--- src/rtl/mem_map_ctrl.sv ---
// mem_map_ctrl: decodes MAB into RAM/ROM/unmapped space with per-region wait states.
// Holds the RAM array internally and drives an external ROM read port.
module mem_map_ctrl #(
  parameter logic [15:0] RAM_BASE  = 16'h0200,
  parameter int unsigned RAM_WORDS = 256,
  parameter logic [15:0] ROM_BASE  = 16'hC000,
  parameter logic [3:0]  RAM_WS    = 4'd0,
  parameter logic [3:0]  ROM_WS    = 4'd1
) (
  input  logic        clk,
  input  logic        rst_n,
  input  logic        req,
  input  logic [15:0] MAB_in,
  input  logic [15:0] MDB_in,
  input  logic        MW,
  input  logic        BW,
  output logic [15:0] MDB_out,
  output logic        rdy,
  output logic        fault,
  output logic [15:0] fault_addr,
  output logic [15:0] rom_addr,
  input  logic [15:0] rom_data
);

  localparam int IW = $clog2(RAM_WORDS);
  // exclusive upper bound of the RAM window, widened so it cannot wrap
  localparam logic [16:0] RAM_END = {1'b0, RAM_BASE} + 17'(2 * RAM_WORDS);

  typedef enum logic [1:0] {IDLE, WAIT, DONE} state_t;

  logic [15:0] mem [RAM_WORDS];

  state_t      state_q, state_d;
  logic [3:0]  cnt_q, cnt_d;
  logic [IW-1:0] idx_q, idx_d;
  logic [15:0] wdata_q, wdata_d;
  logic        mw_q, mw_d;
  logic        bw_q, bw_d;
  logic        lane_q, lane_d;
  logic        is_rom_q, is_rom_d;
  logic        rdy_q, rdy_d;
  logic        fault_q, fault_d;
  logic [15:0] mdb_out_q, mdb_out_d;
  logic [15:0] fault_addr_q, fault_addr_d;
  logic [15:0] rom_addr_q, rom_addr_d;

  logic        ram_hit, rom_hit;
  logic        f_unmap, f_align, f_rom_wr, f_any;
  logic [15:0] ram_off, rom_off;
  logic [15:0] src_word, rd_val;
  logic        accept, commit;

  // Address decode of the incoming request
  always_comb begin
    ram_off  = MAB_in - RAM_BASE;
    rom_off  = MAB_in - ROM_BASE;
    ram_hit  = (MAB_in >= RAM_BASE) && ({1'b0, MAB_in} < RAM_END);
    rom_hit  = (MAB_in >= ROM_BASE);
    f_unmap  = !ram_hit && !rom_hit;
    f_align  = !f_unmap && !BW && MAB_in[0];
    f_rom_wr = !f_unmap && !f_align && rom_hit && MW;
    f_any    = f_unmap || f_align || f_rom_wr;
  end

  // Read data formatting: word, or zero-extended selected byte lane
  always_comb begin
    src_word = is_rom_q ? rom_data : mem[idx_q];
    rd_val   = src_word;
    if (bw_q) begin
      rd_val = {8'h00, lane_q ? src_word[15:8] : src_word[7:0]};
    end
  end

  // Next-state and registered output logic
  always_comb begin
    state_d      = state_q;
    cnt_d        = cnt_q;
    idx_d        = idx_q;
    wdata_d      = wdata_q;
    mw_d         = mw_q;
    bw_d         = bw_q;
    lane_d       = lane_q;
    is_rom_d     = is_rom_q;
    rdy_d        = 1'b0;
    fault_d      = 1'b0;
    mdb_out_d    = mdb_out_q;
    fault_addr_d = fault_addr_q;
    rom_addr_d   = rom_addr_q;
    accept       = 1'b0;
    commit       = 1'b0;
    unique case (state_q)
      IDLE, DONE: begin
        if (req) begin
          accept   = 1'b1;
          wdata_d  = MDB_in;
          mw_d     = MW;
          bw_d     = BW;
          lane_d   = MAB_in[0];
          is_rom_d = rom_hit;
          if (f_any) begin
            state_d      = DONE;
            rdy_d        = 1'b1;
            fault_d      = 1'b1;
            fault_addr_d = MAB_in;
          end else begin
            state_d = WAIT;
            if (rom_hit) begin
              cnt_d      = ROM_WS;
              rom_addr_d = {1'b0, rom_off[15:1]};
            end else begin
              cnt_d = RAM_WS;
              idx_d = ram_off[IW:1];
            end
          end
        end else if (state_q == DONE) begin
          state_d = IDLE;
        end
      end
      WAIT: begin
        if (cnt_q == 4'd0) begin
          commit  = 1'b1;
          state_d = DONE;
          rdy_d   = 1'b1;
          if (!mw_q) begin
            mdb_out_d = rd_val;
          end
        end else begin
          cnt_d = cnt_q - 4'd1;
        end
      end
      default: state_d = IDLE;
    endcase
  end

  // Control and output registers with synchronous reset
  always_ff @(posedge clk) begin
    if (!rst_n) begin
      state_q      <= IDLE;
      cnt_q        <= 4'd0;
      idx_q        <= '0;
      wdata_q      <= 16'h0000;
      mw_q         <= 1'b0;
      bw_q         <= 1'b0;
      lane_q       <= 1'b0;
      is_rom_q     <= 1'b0;
      rdy_q        <= 1'b0;
      fault_q      <= 1'b0;
      mdb_out_q    <= 16'h0000;
      fault_addr_q <= 16'h0000;
      rom_addr_q   <= 16'h0000;
    end else begin
      state_q      <= state_d;
      cnt_q        <= cnt_d;
      idx_q        <= idx_d;
      wdata_q      <= wdata_d;
      mw_q         <= mw_d;
      bw_q         <= bw_d;
      lane_q       <= lane_d;
      is_rom_q     <= is_rom_d;
      rdy_q        <= rdy_d;
      fault_q      <= fault_d;
      mdb_out_q    <= mdb_out_d;
      fault_addr_q <= fault_addr_d;
      rom_addr_q   <= rom_addr_d;
    end
  end

  // RAM write commits on the last wait cycle; a reset on that edge drops it
  always_ff @(posedge clk) begin
    if (rst_n && commit && mw_q && !is_rom_q) begin
      if (!bw_q) begin
        mem[idx_q] <= wdata_q;
      end else if (lane_q) begin
        mem[idx_q][15:8] <= wdata_q[7:0];
      end else begin
        mem[idx_q][7:0] <= wdata_q[7:0];
      end
    end
  end

  assign MDB_out    = mdb_out_q;
  assign rdy        = rdy_q;
  assign fault      = fault_q;
  assign fault_addr = fault_addr_q;
  assign rom_addr   = rom_addr_q;

endmodule

--- config.mk ---
export PLATFORM = sky130hd
export DESIGN_NAME = mem_map_ctrl
export DESIGN_NICKNAME = d
export VERILOG_FILES = /design/src/rtl/mem_map_ctrl.sv
export SDC_FILE = /design/constraint.sdc
export NUM_CORES = 2
export LEC_CHECK = 0
export ABC_CLOCK_PERIOD_IN_PS = 11160
export CAP_MARGIN = 20
export CELL_PAD_IN_SITES_DETAIL_PLACEMENT = 0
export CELL_PAD_IN_SITES_GLOBAL_PLACEMENT = 1
export CORE_MARGIN = 2
export CORE_UTILIZATION = 45
export DETAILED_ROUTE_END_ITERATION = 8
export PLACE_DENSITY_LB_ADDON = 0.1
export SETUP_SLACK_MARGIN = 0.1
export SLEW_MARGIN = 20
export SYNTH_ARGS = -nofsm -noshare
export SYNTH_HDL_FRONTEND = slang
export SYNTH_SLANG_ARGS = --single-unit
--- constraint.sdc ---
create_clock -name clk -period 11.16 [get_ports clk]
set_input_delay 2.232 -clock clk [delete_from_list [all_inputs] [get_ports clk]]
set_output_delay 2.232 -clock clk [all_outputs]
set_load 0.05 [all_outputs]
==> metrics.md <==
| Metric | Value |
|---|---|
| Status | `finished, final reports clean` |
| CP Cell Sequence | `clkdlybuf4s50_1, nand2_1, nor3_1, nand2_1, nor3_1, nand2_1, nor2_1` |
| Hold Path Class | `flop to flop` |
| PostCTS Resize Cnt | `0` |
| Antenna viol nets, final | `0` |
| Hold WS | `480 ps` |
| Final instance area | `184000 um2` |
| Fill count | `approximately 29000` |
| Area of the multi-input gates | `36000 um2` |
| CP max FO | `16` |
| Post-synthesis register bit count | `4187` |
| Fmax | `173 MHz` |
| Ys Warns | `0` |
| CP bufs+invs | `1` |
| P&R area growth vs syn | `11.6%` |
| Crit Path Category | `input pin to flop` |
| Starting DRT DRC Count | `9847` |
| Initial antenna violation count | `20` |
| Vias in the first global route | `roughly 80000` |
| Layout cells sized above 1 | `0.200` |
| P per Cell Area | `179 nW/um2` |
| Critical Path Source Type | `input pin` |
| Synth Net Count | `7938` |
| PnR Total Power | `32800 uW` |
| Fin. max-slew vios | `0` |
| Crit end category | `flop` |
| Critical Path Slowest Stage Cell | `clkdlybuf4s50_1` |
| Final GP Congestion | `0.866` |
| RSZ-0062 raised after global routing | `no` |
| Setup Buffers After CTS | `0` |
| Core Box Area | `363000 um2` |
| Die Ht | `609 um` |
| Drt drc | `0` |
| Clock skew | `a little over 40 ps` |
| Final hold vios | `0` |
| Via Count | `81975` |
| Register area | `125000 um2` |
| Least-Margin Pin Slew | `1420 ps` |
| Die W | `609 um` |
| Worst-path clk slew | `60 ps` |
| CTS Buf Count | `approximately 430` |
| Initial Utilization | `0.453` |
| Hold bufs inserted after CTS | `0` |
| EDFF count, synth | `4096` |
| Seq/Total Area, Yosys | `0.759` |
| Clock Tree Root | `clkbuf_16` |
| DRT Wirelength | `477 mm` |
| CTS tree | `yes` |
| CTS H-tree depth | `5` |
| WP data required | `11750 ps` |
| Main synth FF type | `edfxtp_1` |
| Post-synthesis cell type count | `89` |
| Async SR Flop Fraction | `0` |
| Pre-antenna DRT Iters | `6` |
| Via density | `6.18` |
| Final period util | `0.518` |
| Wire length per cell | `36.0 um` |
| Clock Path Buffers | `4` |
| Mapped Cells | `~8000` |
| Pleak | `0.0568 uW` |
| Later-pin clock latency in the skew report | `980 ps` |
| Pre-CTS setup slack | `4330 ps` |
| Max-cap violation count | `0` |
| First-pass GRT wire length | `approximately 670 mm` |
| # clock sinks | `approximately 4200` |
| CP top delay family | `simple AND/OR/NAND/NOR gates` |
| GRT overflow | `0` |
| VDD IR-drop max | `0.152 mV` |
| TNS Setup | `0 ps` |
| Largest net degree at the start of global routing | `173` |
| Post-synthesis area per instance | `20.9 um2` |
| # nets final | `8162` |
| Top cell by count, worst path | `nand2_1` |
| Post-DP Area | `169000 um2` |
| Largest stage delay, worst path | `between 800 and 900 ps` |
| Synth Cell Area | `164000 um2` |
| Worst rel slew slack | `0.0439` |
| Die ar. | `370000 um2` |
| GRT Util Overall | `0.255` |
| Final WS setup | `5380 ps` |
| FP Rows | `221` |
| # IOs | `~100` |
| DP HPWL | `about 300 mm` |
| Final min period | `5780 ps` |
| Worst Path Arrival | `approximately 6400 ps` |
| Final setup fails | `0` |
| Port bufs | `between 100 and 150` |
==> cell type report <==
cell class,instances,area share
multi-input cells,3202,0.196
diodes,18,0.000245
clock buffers,511,0.0607
clock inverters,278,0.0163
inverters,11,0.000266
flip-flops and latches,4187,0.680
repair buffers,273,0.0137
well taps,4794,0.0327
==> metal layers <==
layer | up-vias | share of wire | routed length (um) | track usage
met5 | - | 0 | 0 | 0
met4 | 0 | 0.033 | 15700 | 0.0768
met3 | 647 | 0.066 | 31500 | 0.0355
met2 | 3597 | 0.49 | 233000 | 0.417
met1 | 44349 | 0.41 | 198000 | 0.358
li1 | 33382 | - | - | -
==> cell families after synthesis <==
group | Yosys count | synth area share
AOI/OAI and AO/OA | 671 | 0.0290
xor gates and xnor gates | 2 | 0.000107
adders and majority gates | 5 | 0.000380
buffers and inverters | 491 | 0.0251
DFF | 4187 | 0.759
muxes | 1337 | 0.155
other | 1 | 0.0000228
and+or+nand+nor | 1186 | 0.0312
==> worst paths after layout <==
path | end | start | cells after the start | slack [ps]
worst min-delay path | wdata_q[8] | wdata_q[8] | 2 | 480
worst max-delay path | mem[55][5] | rst_n | 7 | 5380
worst max register to register | MDB_out[1] | flop | 10 | 5470
worst min register to register | wdata_q[8] | wdata_q[8] | 2 | 480
==> Yosys cell counts (all sizes together), types with 9 or more instances <==
| master | instances | area share |
|---|---|---|
| mux4 | 923 | 0.13 |
| a211oi | 40 | 0.0019 |
| dfxtp | 91 | 0.011 |
| buf | 297 | 0.018 |
| o221ai | 78 | 0.0044 |
| clkbuf | 180 | 0.0070 |
| and2 | 14 | 0.00055 |
| o32ai | 9 | 0.00048 |
| nor4 | 32 | 0.0013 |
| edfxtp | 4096 | 0.75 |
| nor3 | 92 | 0.0028 |
| nand3 | 44 | 0.0014 |
| a22o | 17 | 0.00091 |
| a31oi | 13 | 0.00049 |
| a221oi | 49 | 0.0026 |
| a22oi | 95 | 0.0043 |
| a2111oi | 10 | 0.00053 |
| nand2 | 226 | 0.0052 |
| nor2b | 27 | 0.0010 |
| nand2b | 14 | 0.00053 |
| mux2 | 16 | 0.0011 |
| o211ai | 10 | 0.00046 |
| mux2i | 398 | 0.024 |
| or2 | 10 | 0.00040 |
| a21oi | 109 | 0.0033 |
| o21ai | 90 | 0.0028 |
| o22ai | 91 | 0.0035 |
| nor2 | 661 | 0.015 |
| nand4 | 17 | 0.00065 |
| inv | 11 | 0.00025 |
| or3 | 13 | 0.00049 |
==> power by group <==
group	internal, uW	switching [uW]
combinational	276	740
sequential	17300	51.9
clock	8290	6140
total	25800	6930
==> through the flow <==
stage / utilization / std cells
2_1_floorplan: - / 7880
3_3_place_gp: 0.466 / 12464
3_5_place_dp: 0.467 / 12466
4_1_cts: 0.505 / 13255
5_1_grt: 0.506 / 13265
6_report: 0.506 / 13274
==> worst reg2reg max path, cell delays in order, from the launching register on <==
cell and delay (ps):
dfxtp_4 800, buf_4 730, buf_4 840, mux4_1 570
a22o_1 270, a221oi_1 460, o22ai_1 360, nor3_1 830
or3_1 430, or3_1 180, a31oi_1 80
==> layout by cell type (no fill, tap or decap), types with 25 or more instances in the layout <==
cell type,netlist,layout
o21ai_0,83,79
a22oi_1,95,95
nand2_1,225,216
nor2_1,659,654
clkinv_1,0,87
a211oi_1,38,36
mux2i_1,398,398
nor3_1,91,88
bufinv_16,0,49
clkdlybuf4s50_1,0,101
o22ai_1,91,91
a221oi_1,49,49
nor4_1,29,25
dfxtp_1,91,75
mux4_1,150,150
nand3_1,43,37
edfxtp_1,4096,4096
clkbuf_1,131,74
buf_4,66,154
clkbuf_16,0,430
a21oi_1,109,109
o221ai_1,72,72
mux4_2,773,773
clkinv_2,0,78
==> state kept, by name, indices dropped and copies added, names as in the netlist, 2 cells and up, named ones only <==
register / cells
MDB_out: 16
fault_addr: 16
state_q: 2
mem: 4096
idx_q: 8
cnt_q: 4
rom_addr: 15
wdata_q: 16
(Power assumes the default switching activity.)
